**config.mk**
```make
export PLATFORM = sky130hd
export DESIGN_NAME = onehot_encoder_stream
export DESIGN_NICKNAME = d
export VERILOG_FILES = /design/src/rtl/onehot_encoder_stream.sv
export SDC_FILE = /design/constraint.sdc
export NUM_CORES = 1
export LEC_CHECK = 0
export BUFFER_PORTS_ARGS = -buffer_cell sky130_fd_sc_hd__buf_2
export CORE_ASPECT_RATIO = 1.25
export CORE_UTILIZATION = 50
export DETAILED_ROUTE_END_ITERATION = 10
export PLACE_DENSITY = 0.82
export SYNTH_ARGS = -nofsm -noshare
export SYNTH_HDL_FRONTEND = slang
export SYNTH_SLANG_ARGS = --single-unit
```
**constraint.sdc**
```tcl
create_clock -name clk -period 2 [get_ports clk]
set_input_delay 0.1 -clock clk [delete_from_list [all_inputs] [get_ports clk]]
set_output_delay 0.1 -clock clk [all_outputs]
set_load 0.05 [all_outputs]
```
**src/rtl/onehot_encoder_stream.sv**
```systemverilog
// ---------------------------------------------------------------------------
// onehot_encoder_stream
//   Streaming one-hot to binary encoder. An N-bit one-hot vector accepted on
//   the input handshake comes back as the M-bit index of its lowest set bit.
//   Zero and multi-hot vectors are flagged, and a sticky flag plus a
//   saturating counter record malformed results as they are delivered.
//   Two elastic register stages (S1 encode, S2 output) give full throughput
//   and lossless, order-preserving backpressure.
//
// Ports
//   clk         clock, rising edge
//   rst         synchronous reset, active-high
//   in_valid    input vector valid
//   in_ready    block can take in_data this cycle (combinational from out_ready)
//   in_data     N-bit one-hot vector
//   out_valid   result valid (registered)
//   out_ready   downstream accepts result
//   out_index   index of lowest set bit (0 while out_valid=0)
//   out_zero    input was all-zero (0 while out_valid=0)
//   out_multi   input had more than one bit set (0 while out_valid=0)
//   err_sticky  set by any delivered malformed result
//   err_count   saturating count of delivered malformed results
//   err_clear   clears err_sticky and err_count; wins over a same-edge error
// ---------------------------------------------------------------------------
module onehot_encoder_stream #(
    parameter int N     = 16,
    parameter int M     = $clog2(N),
    parameter int CNT_W = 16
) (
    input  logic             clk,
    input  logic             rst,
    input  logic             in_valid,
    output logic             in_ready,
    input  logic [N-1:0]     in_data,
    output logic             out_valid,
    input  logic             out_ready,
    output logic [M-1:0]     out_index,
    output logic             out_zero,
    output logic             out_multi,
    output logic             err_sticky,
    output logic [CNT_W-1:0] err_count,
    input  logic             err_clear
);

    // Index of the lowest set bit; 0 for an all-zero vector. Scanning from
    // the top down lets the lowest hit overwrite any higher one. The result
    // is always a real bit position, so it never exceeds N-1.
    function automatic logic [M-1:0] lowest_index(input logic [N-1:0] vec);
        logic [M-1:0] idx;
        idx = '0;
        for (int i = N - 1; i >= 0; i--) begin
            if (vec[i]) begin
                idx = M'(i);
            end else begin
                idx = idx;
            end
        end
        return idx;
    endfunction

    // More than one bit set: clearing the lowest set bit leaves something.
    function automatic logic is_multi(input logic [N-1:0] vec);
        return (vec & (vec - N'(1))) != N'(0);
    endfunction

    localparam logic [CNT_W-1:0] CNT_MAX = {CNT_W{1'b1}};

    logic           s1_valid_r;
    logic [M-1:0]   s1_idx_r;
    logic           s1_zero_r;
    logic           s1_multi_r;

    logic           s2_valid_r;
    logic [M-1:0]   s2_idx_r;
    logic           s2_zero_r;
    logic           s2_multi_r;

    logic             err_sticky_r;
    logic [CNT_W-1:0] err_count_r;

    logic s2_adv_s;
    logic s1_adv_s;
    logic err_xfer_s;

    // Stage advance terms and the malformed-delivery event.
    always_comb begin
        s2_adv_s   = ~s2_valid_r | out_ready;
        s1_adv_s   = ~s1_valid_r | s2_adv_s;
        err_xfer_s = s2_valid_r & out_ready & (s2_zero_r | s2_multi_r);
    end

    assign in_ready = s1_adv_s;

    // S1: encode the accepted vector; an empty slot is refilled (or emptied)
    // whenever it is allowed to advance.
    always_ff @(posedge clk) begin
        if (rst) begin
            s1_valid_r <= 1'b0;
            s1_idx_r   <= '0;
            s1_zero_r  <= 1'b0;
            s1_multi_r <= 1'b0;
        end else if (s1_adv_s) begin
            s1_valid_r <= in_valid;
            s1_idx_r   <= lowest_index(in_data);
            s1_zero_r  <= ~|in_data;
            s1_multi_r <= is_multi(in_data);
        end else begin
            s1_valid_r <= s1_valid_r;
            s1_idx_r   <= s1_idx_r;
            s1_zero_r  <= s1_zero_r;
            s1_multi_r <= s1_multi_r;
        end
    end

    // S2: output register. Data is zeroed when the slot empties so that the
    // result fields read 0 whenever out_valid is low, straight from flops.
    always_ff @(posedge clk) begin
        if (rst) begin
            s2_valid_r <= 1'b0;
            s2_idx_r   <= '0;
            s2_zero_r  <= 1'b0;
            s2_multi_r <= 1'b0;
        end else if (s2_adv_s) begin
            s2_valid_r <= s1_valid_r;
            if (s1_valid_r) begin
                s2_idx_r   <= s1_idx_r;
                s2_zero_r  <= s1_zero_r;
                s2_multi_r <= s1_multi_r;
            end else begin
                s2_idx_r   <= '0;
                s2_zero_r  <= 1'b0;
                s2_multi_r <= 1'b0;
            end
        end else begin
            s2_valid_r <= s2_valid_r;
            s2_idx_r   <= s2_idx_r;
            s2_zero_r  <= s2_zero_r;
            s2_multi_r <= s2_multi_r;
        end
    end

    // Error accounting; err_clear takes priority over a same-edge error.
    always_ff @(posedge clk) begin
        if (rst) begin
            err_sticky_r <= 1'b0;
            err_count_r  <= '0;
        end else if (err_clear) begin
            err_sticky_r <= 1'b0;
            err_count_r  <= '0;
        end else if (err_xfer_s) begin
            err_sticky_r <= 1'b1;
            if (err_count_r != CNT_MAX) begin
                err_count_r <= err_count_r + CNT_W'(1);
            end else begin
                err_count_r <= err_count_r;
            end
        end else begin
            err_sticky_r <= err_sticky_r;
            err_count_r  <= err_count_r;
        end
    end

    assign out_valid  = s2_valid_r;
    assign out_index  = s2_idx_r;
    assign out_zero   = s2_zero_r;
    assign out_multi  = s2_multi_r;
    assign err_sticky = err_sticky_r;
    assign err_count  = err_count_r;

endmodule
```
==> impl_metrics.env, run 1 <==
export IMPL_status="completed"
export IMPL_finClkSkew_ns=0.0113
export IMPL_syn_area_um2=1650
export IMPL_yosysTopAreaCell="dfxtp_1"
export IMPL_vdd_drop_max_v=0.000570
export IMPL_largest_reg_flops=16
export IMPL_port_buffers=45
export IMPL_grt_use_met2_pct=39.7
export IMPL_grt_pass1_wl_um=6040
export IMPL_synth_area_leaders="dfxtp_1, nor2_1, a21oi_1"
export IMPL_synthCells=204
export IMPL_cp_max_fo=9
export IMPL_start_util_pct=54.5
export IMPL_multi_input_area_um2=978
export IMPL_post_place_cells=283
export IMPL_ant_nets=0
export IMPL_min_period_over_period_pct=90.3
export IMPL_antenna_found_initial=0
export IMPL_post_drt_wl_per_cell_um=12.6
export IMPL_drtIter0Drc=30
export IMPL_synth_edf_count=0
export IMPL_cts_sinks=31
export IMPL_first_pass_iters=4
export IMPL_hold_class="in -> reg"
export IMPL_synthArstFlopShare_pct=0
export IMPL_final_cells=292
export IMPL_fp_dieH_um=66.2
export IMPL_core_area_um2=3030
export IMPL_die_w_um=53.4
export IMPL_crit_arrival_ns=2.03
export IMPL_routed_wl_um=3680
export IMPL_ctsResizeCount=0
export IMPL_tightest_slew_ns=0.493
export IMPL_slew_violations=0
export IMPL_avgSynthCellArea_um2=8.08
export IMPL_fill_cells=279
export IMPL_grt_max_degree=18
export IMPL_met3_usage_pct=5.98
export IMPL_cp_end_kind="flip-flop"
export IMPL_required_ns=2.23
export IMPL_seq_area_frac_synth_pct=37.6
export IMPL_dp_hpwl_um=2820
export IMPL_vias_per_cell=5.68
export IMPL_grt_pass1_vias=1505
export IMPL_synth_top_area_share_pct=37.6
export IMPL_setup_viol=0
export IMPL_slew_limit_headroom_pct=67.1
export IMPL_min_period_ns=1.81
export IMPL_synthFlopType="dfxtp_1"
export IMPL_syn_num_nets=226
export IMPL_grt_busiest_layer="met2"
export IMPL_fmax_mhz=554
export IMPL_final_nets=277
export IMPL_dp_slack_ns=0.210
export IMPL_path_class="reg -> reg"
export IMPL_ios=46
export IMPL_postCtsSetupRepairBufs=0
export IMPL_crit_chain="ha_1, nand4_1, nor4b_2, buf_4, a21oi_1, xnor2_1, nor2_1"
export IMPL_drc=0
export IMPL_num_vias=1659
export IMPL_p_leak_nw=0.806
export IMPL_root_buffer="clkbuf_4"
export IMPL_grt_ovfl_total=0
export IMPL_tns_ns=0
export IMPL_rsz0062_at_grt="false"
export IMPL_syn_to_final_growth_pct=23.4
export IMPL_hold_violations=0
export IMPL_use_met1_pct=25.3
export IMPL_synth_warnings=0
export IMPL_cp_start_kind="flip-flop"
export IMPL_insertion_delay_ns=0.34
export IMPL_maxCapViolations=0
export IMPL_fp_row_count=22
export IMPL_track_usage_pct=23.3
export IMPL_cpPeakStageDelay_ns=0.37
export IMPL_synth_cell_types=48
export IMPL_seqCellArea_um2=627
export IMPL_die_area_um2=3530
export IMPL_tritoncts_num_buffers=5
export IMPL_slowest_stage="dfxtp_2"
export IMPL_worst_slack_ns=0.194
export IMPL_n_antenna_cell=0
export IMPL_htreeDepth=2
export IMPL_p_per_area_nw_per_um2=621
export IMPL_clkTransAtPathRegs_ns=0.10
export IMPL_cts_tree="done"
export IMPL_netlist_top_cells_count="dfxtp_1, nor2_1, nand2_1"
export IMPL_drive_above_1_share_pct=28.1
export IMPL_clockBufferDepth=2
export IMPL_ys_seq_elements=31
export IMPL_place_congestion=0.790
==> per-layer routing <==
layer	routed length [µm]	part of all wire [%]
met5	0	0
met4	103	2.8
met3	195	5.3
met2	1780	48
met1	1590	43
==> metrics by stage <==
| stage | hold WS, ns | cell area [µm²] | utilization (%) | power (mW) |
|---|---|---|---|---|
| finish | 0.0288 | 2040 | 67.2 | 1.26 |
| global route | 0.0442 | 2040 | 67.2 | 1.32 |
| CTS | 0.0217 | 2040 | 67.2 | 1.27 |
| detailed placement | 0.324 | 1940 | 64.0 | 0.763 |
| global placement | 0.314 | 1940 | 64.0 | 0.760 |
| floorplan | 0.221 | 1660 | - | 0.710 |
==> layout by cell type, fill, tap and decap left out, drive strengths merged, types with 2 or more instances in the layout <==
cell	netlist	layout
a31o	2	2
or4	4	4
o21bai	3	3
or3	2	2
a21oi	18	18
nor4	7	7
nor4b	3	3
dfxtp	31	31
xnor2	10	10
nor3	4	4
o311ai	2	2
nand2	21	21
nor2	31	31
clkbuf	5	6
o31ai	2	2
nand3	6	6
buf	2	50
xor2	3	3
nand4	7	7
o21ai	4	4
nor2b	2	2
inv	7	7
and3	3	3
a211oi	4	4
nor3b	2	2
o41ai	2	2
==> cell type report <==
type                       count  share of cell area (%)
multi-input combinational    159                    48.1
sequential                    31                    30.8
timing repair buffer          51                    13.4
clock buffer                   6                    2.52
tap                           36                    2.21
clock inverter                 2                    1.72
inverter                       7                    1.29
==> where the power goes <==
group	internal (mW)	total, mW	leakage [nW]	switching [mW]
logic	0.0444	0.120	0.505	0.0757
registers	0.625	0.631	0.253	0.00555
clock network	0.295	0.513	0.0482	0.218
==> cells by family (layout without fill, tap and decap cells) <==
kind of cell / Yosys count / count (layout) / synth area share (%)
and+or+nand+nor: 97 / 97 / 31.2
AOI/OAI and AO/OA: 46 / 46 / 18.9
DFF: 31 / 31 / 37.6
xor gates and xnor gates: 13 / 13 / 6.90
adders and majority gates: 2 / 2 / 1.37
muxes: 1 / 1 / 0.607
buffers and inverters: 14 / 66 / 3.41
==> worst paths after layout <==
check / startpoint / endpoint / slack, ns / cells past startpoint
max: err_count[0] / err_count[0] / 0.19 / 7
min reg2reg: s1_zero_r / out_zero / 0.44 / 2
max reg2reg: err_count[0] / err_count[0] / 0.19 / 7
min: rst / s1_idx_r[3] / 0.03 / 2
==> critical path: cells and delay by family, from the launching register on <==
kind	cells	cell delay [ns]
xor+xnor	1	0.18
fa+ha+maj	1	0.21
flops	1	0.37
simple gates	3	0.57
buf+inv	1	0.24
compound gates	1	0.12
==> repair_timing <==
action	CTS	global route
hold buffers	1	0
endpoints found under the setup margin	0	0
hold endpoints to repair	1	0
Power figures use the tool's default switching activity.
==> run 2: changes to the inputs <==
PLACE_DENSITY = unset   (was 0.82)
PLACE_DENSITY_LB_ADDON = 0.05   (was unset)
==> run 2 against run 1 <==
- setup slack gained 0.071 ns
- maximum frequency grew 4.1%
- highest routed layer unchanged
- first-iteration DRC count grew 110%
- sequential share of layout area grew 0.56 points
- largest power group unchanged
- critical path type unchanged
==> impl_metrics.env, run 2 (synthesis results as in run 1) <==
export IMPL_final_cells=292
export IMPL_fill_cells=305
export IMPL_holdWs_ns=0.0553
export IMPL_final_nets=277
export IMPL_grt_pass1_wl_um=6050
export IMPL_die_area_um2=3530
export IMPL_routed_wl_um=3700
export IMPL_holdCritStartpoint="rst"
export IMPL_ant_nets=0
export IMPL_antenna_found_initial=0
export IMPL_crit_arrival_ns=1.96
export IMPL_min_period_ns=1.74
export IMPL_tns_ns=0
export IMPL_port_buffers=45
export IMPL_cp_start_kind="flip-flop"
export IMPL_ios=46
export IMPL_swShare_pct=26.7
export IMPL_p_leak_nw=0.787
export IMPL_rr_startpoint="err_count[2]"
export IMPL_maxCapViolations=0
export IMPL_clkTransAtPathRegs_ns=0.10
export IMPL_slew_limit_headroom_pct=66.8
export IMPL_insertion_delay_ns=0.33
export IMPL_slowest_stage="or4_4"
export IMPL_hold_class="in -> reg"
export IMPL_grt_max_degree=18
export IMPL_fin_total_pwr_mw=1.10
export IMPL_cpPeakStageDelay_ns=0.50
export IMPL_cts_sinks=31
export IMPL_most_common_layout_cells="buf_2, nor2_1, dfxtp_1"
export IMPL_status="completed"
export IMPL_p_per_area_nw_per_um2=550
export IMPL_vias_per_cell=5.73
export IMPL_drtIter0Drc=62
export IMPL_track_usage_pct=23.2
export IMPL_rrSetupSlack_ns=0.26
export IMPL_min_period_over_period_pct=86.8
export IMPL_final_common_cell="buf_2"
export IMPL_fp_dieH_um=66.2
export IMPL_required_ns=2.22
export IMPL_pwr_share_seq_pct=57.3
export IMPL_clock_power_share_pct=31.7
export IMPL_start_util_pct=54.5
export IMPL_first_pass_iters=4
export IMPL_finClkSkew_ns=0.0113
export IMPL_die_w_um=53.4
export IMPL_root_buffer="clkbuf_4"
export IMPL_post_place_cells=283
export IMPL_dp_hpwl_um=2750
export IMPL_power_internal_uw=806
export IMPL_syn_to_final_growth_pct=21.2
export IMPL_fp_row_count=22
export IMPL_tritoncts_num_buffers=5
export IMPL_post_drt_wl_per_cell_um=12.7
export IMPL_p_comb_share_pct=11.0
export IMPL_drive_above_1_share_pct=27.3
export IMPL_hold_violations=0
export IMPL_rr_worst_depth=5
export IMPL_switchingPower_uw=293
export IMPL_core_area_um2=3030
export IMPL_crit_chain="nand3_1, or4_4, nor4b_4, xnor2_1, nor2_1"
export IMPL_place_congestion=0.832
export IMPL_grt_pass1_vias=1407
export IMPL_cp_end_kind="flip-flop"
export IMPL_hold_path_end="s1_valid_r"
export IMPL_num_vias=1674
export IMPL_clockBufferDepth=2
export IMPL_slew_violations=0
export IMPL_timing_rr_end="err_count[15]"
export IMPL_path_class="reg -> reg"
export IMPL_largest_reg_flops=16
export IMPL_hold_depth=2
export IMPL_n_antenna_cell=0
export IMPL_fmax_mhz=576
export IMPL_rsz0062_at_grt="false"
export IMPL_grt_ovfl_total=0
export IMPL_cp_max_fo=6
export IMPL_ctsResizeCount=0
export IMPL_htreeDepth=2
export IMPL_vdd_drop_max_v=0.000336
export IMPL_tightest_slew_ns=0.496
export IMPL_drc=0
export IMPL_cts_tree="done"
export IMPL_setup_viol=0
-- run 2: cell types whose count changed in the layout (fill, tap and decap cells not counted) --
cell / change
clkbuf_1: +2
bufinv_16: -1
clkbuf_8: -1
-- run 2: layout make-up --
type | instances | area, µm² | share of cell area [%]
tap | 36 | 45.0 | 2.25
sequential | 31 | 627 | 31.4
clock inverter | 1 | 5.00 | 0.250
multi-input combinational | 159 | 978 | 48.9
inverter | 7 | 26.3 | 1.31
clock buffer | 7 | 45.0 | 2.25
timing repair buffer | 51 | 273 | 13.6
-- run 2: power by group through the flow --
stage               sequential, mW  combinational, mW  clock, mW
floorplan                    0.655             0.0550          0
CTS                          0.630              0.120      0.364
global placement             0.645              0.118          0
global route                 0.631              0.134      0.387
finish                       0.630              0.121      0.349
detailed placement           0.645              0.118          0
-- run 2: metal layers --
| layer | global-route usage, % | part of all wire [%] | vias to the layer above |
|---|---|---|---|
| li1 | - | - | 847 |
| met1 | 29.5 | 47 | 756 |
| met2 | 36.6 | 45 | 65 |
| met3 | 6.21 | 6.4 | 6 |
| met4 | 8.88 | 1.4 | 0 |
| met5 | 0 | 0 | - |
-- run 2: how the worst max path moves through the flow --
stage,endpoint,slack [ns],from,cells past startpoint
6_report,err_count[15],0.26,err_count[2],5
5_1_grt,err_count[1],0.09,err_count[0],7
4_1_cts,err_count[15],0.25,out_valid,5
3_5_place_dp,err_count[15],0.29,out_valid,5
3_3_place_gp,s1_multi_r,0.32,in_data[4],6
2_1_floorplan,s1_multi_r,0.005,out_valid,9
-- run 2: what timing repair did --
action                                 4_1_cts  5_1_grt
setup endpoints to repair                    0        0
setup buffers                                0        0
hold buffers                                 1        0
endpoints found under the hold margin        1        0
-- run 2: per-stage QoR --
step | util (%) | setup slack [ns] | cell area, µm²
after floorplan | - | 0.00524 | 1660
after global placement | 64.0 | 0.320 | 1940
after detailed placement | 64.0 | 0.287 | 1940
after CTS | 66.0 | 0.251 | 2000
after global routing | 66.0 | 0.0936 | 2000
final | 66.0 | 0.265 | 2000
-- run 2: worst max-delay path: cells and delay by family, from the launching register on --
kind | cells | cell delay, ns
simple gates | 4 | 1.03
xor+xnor | 1 | 0.15
flops | 1 | 0.44
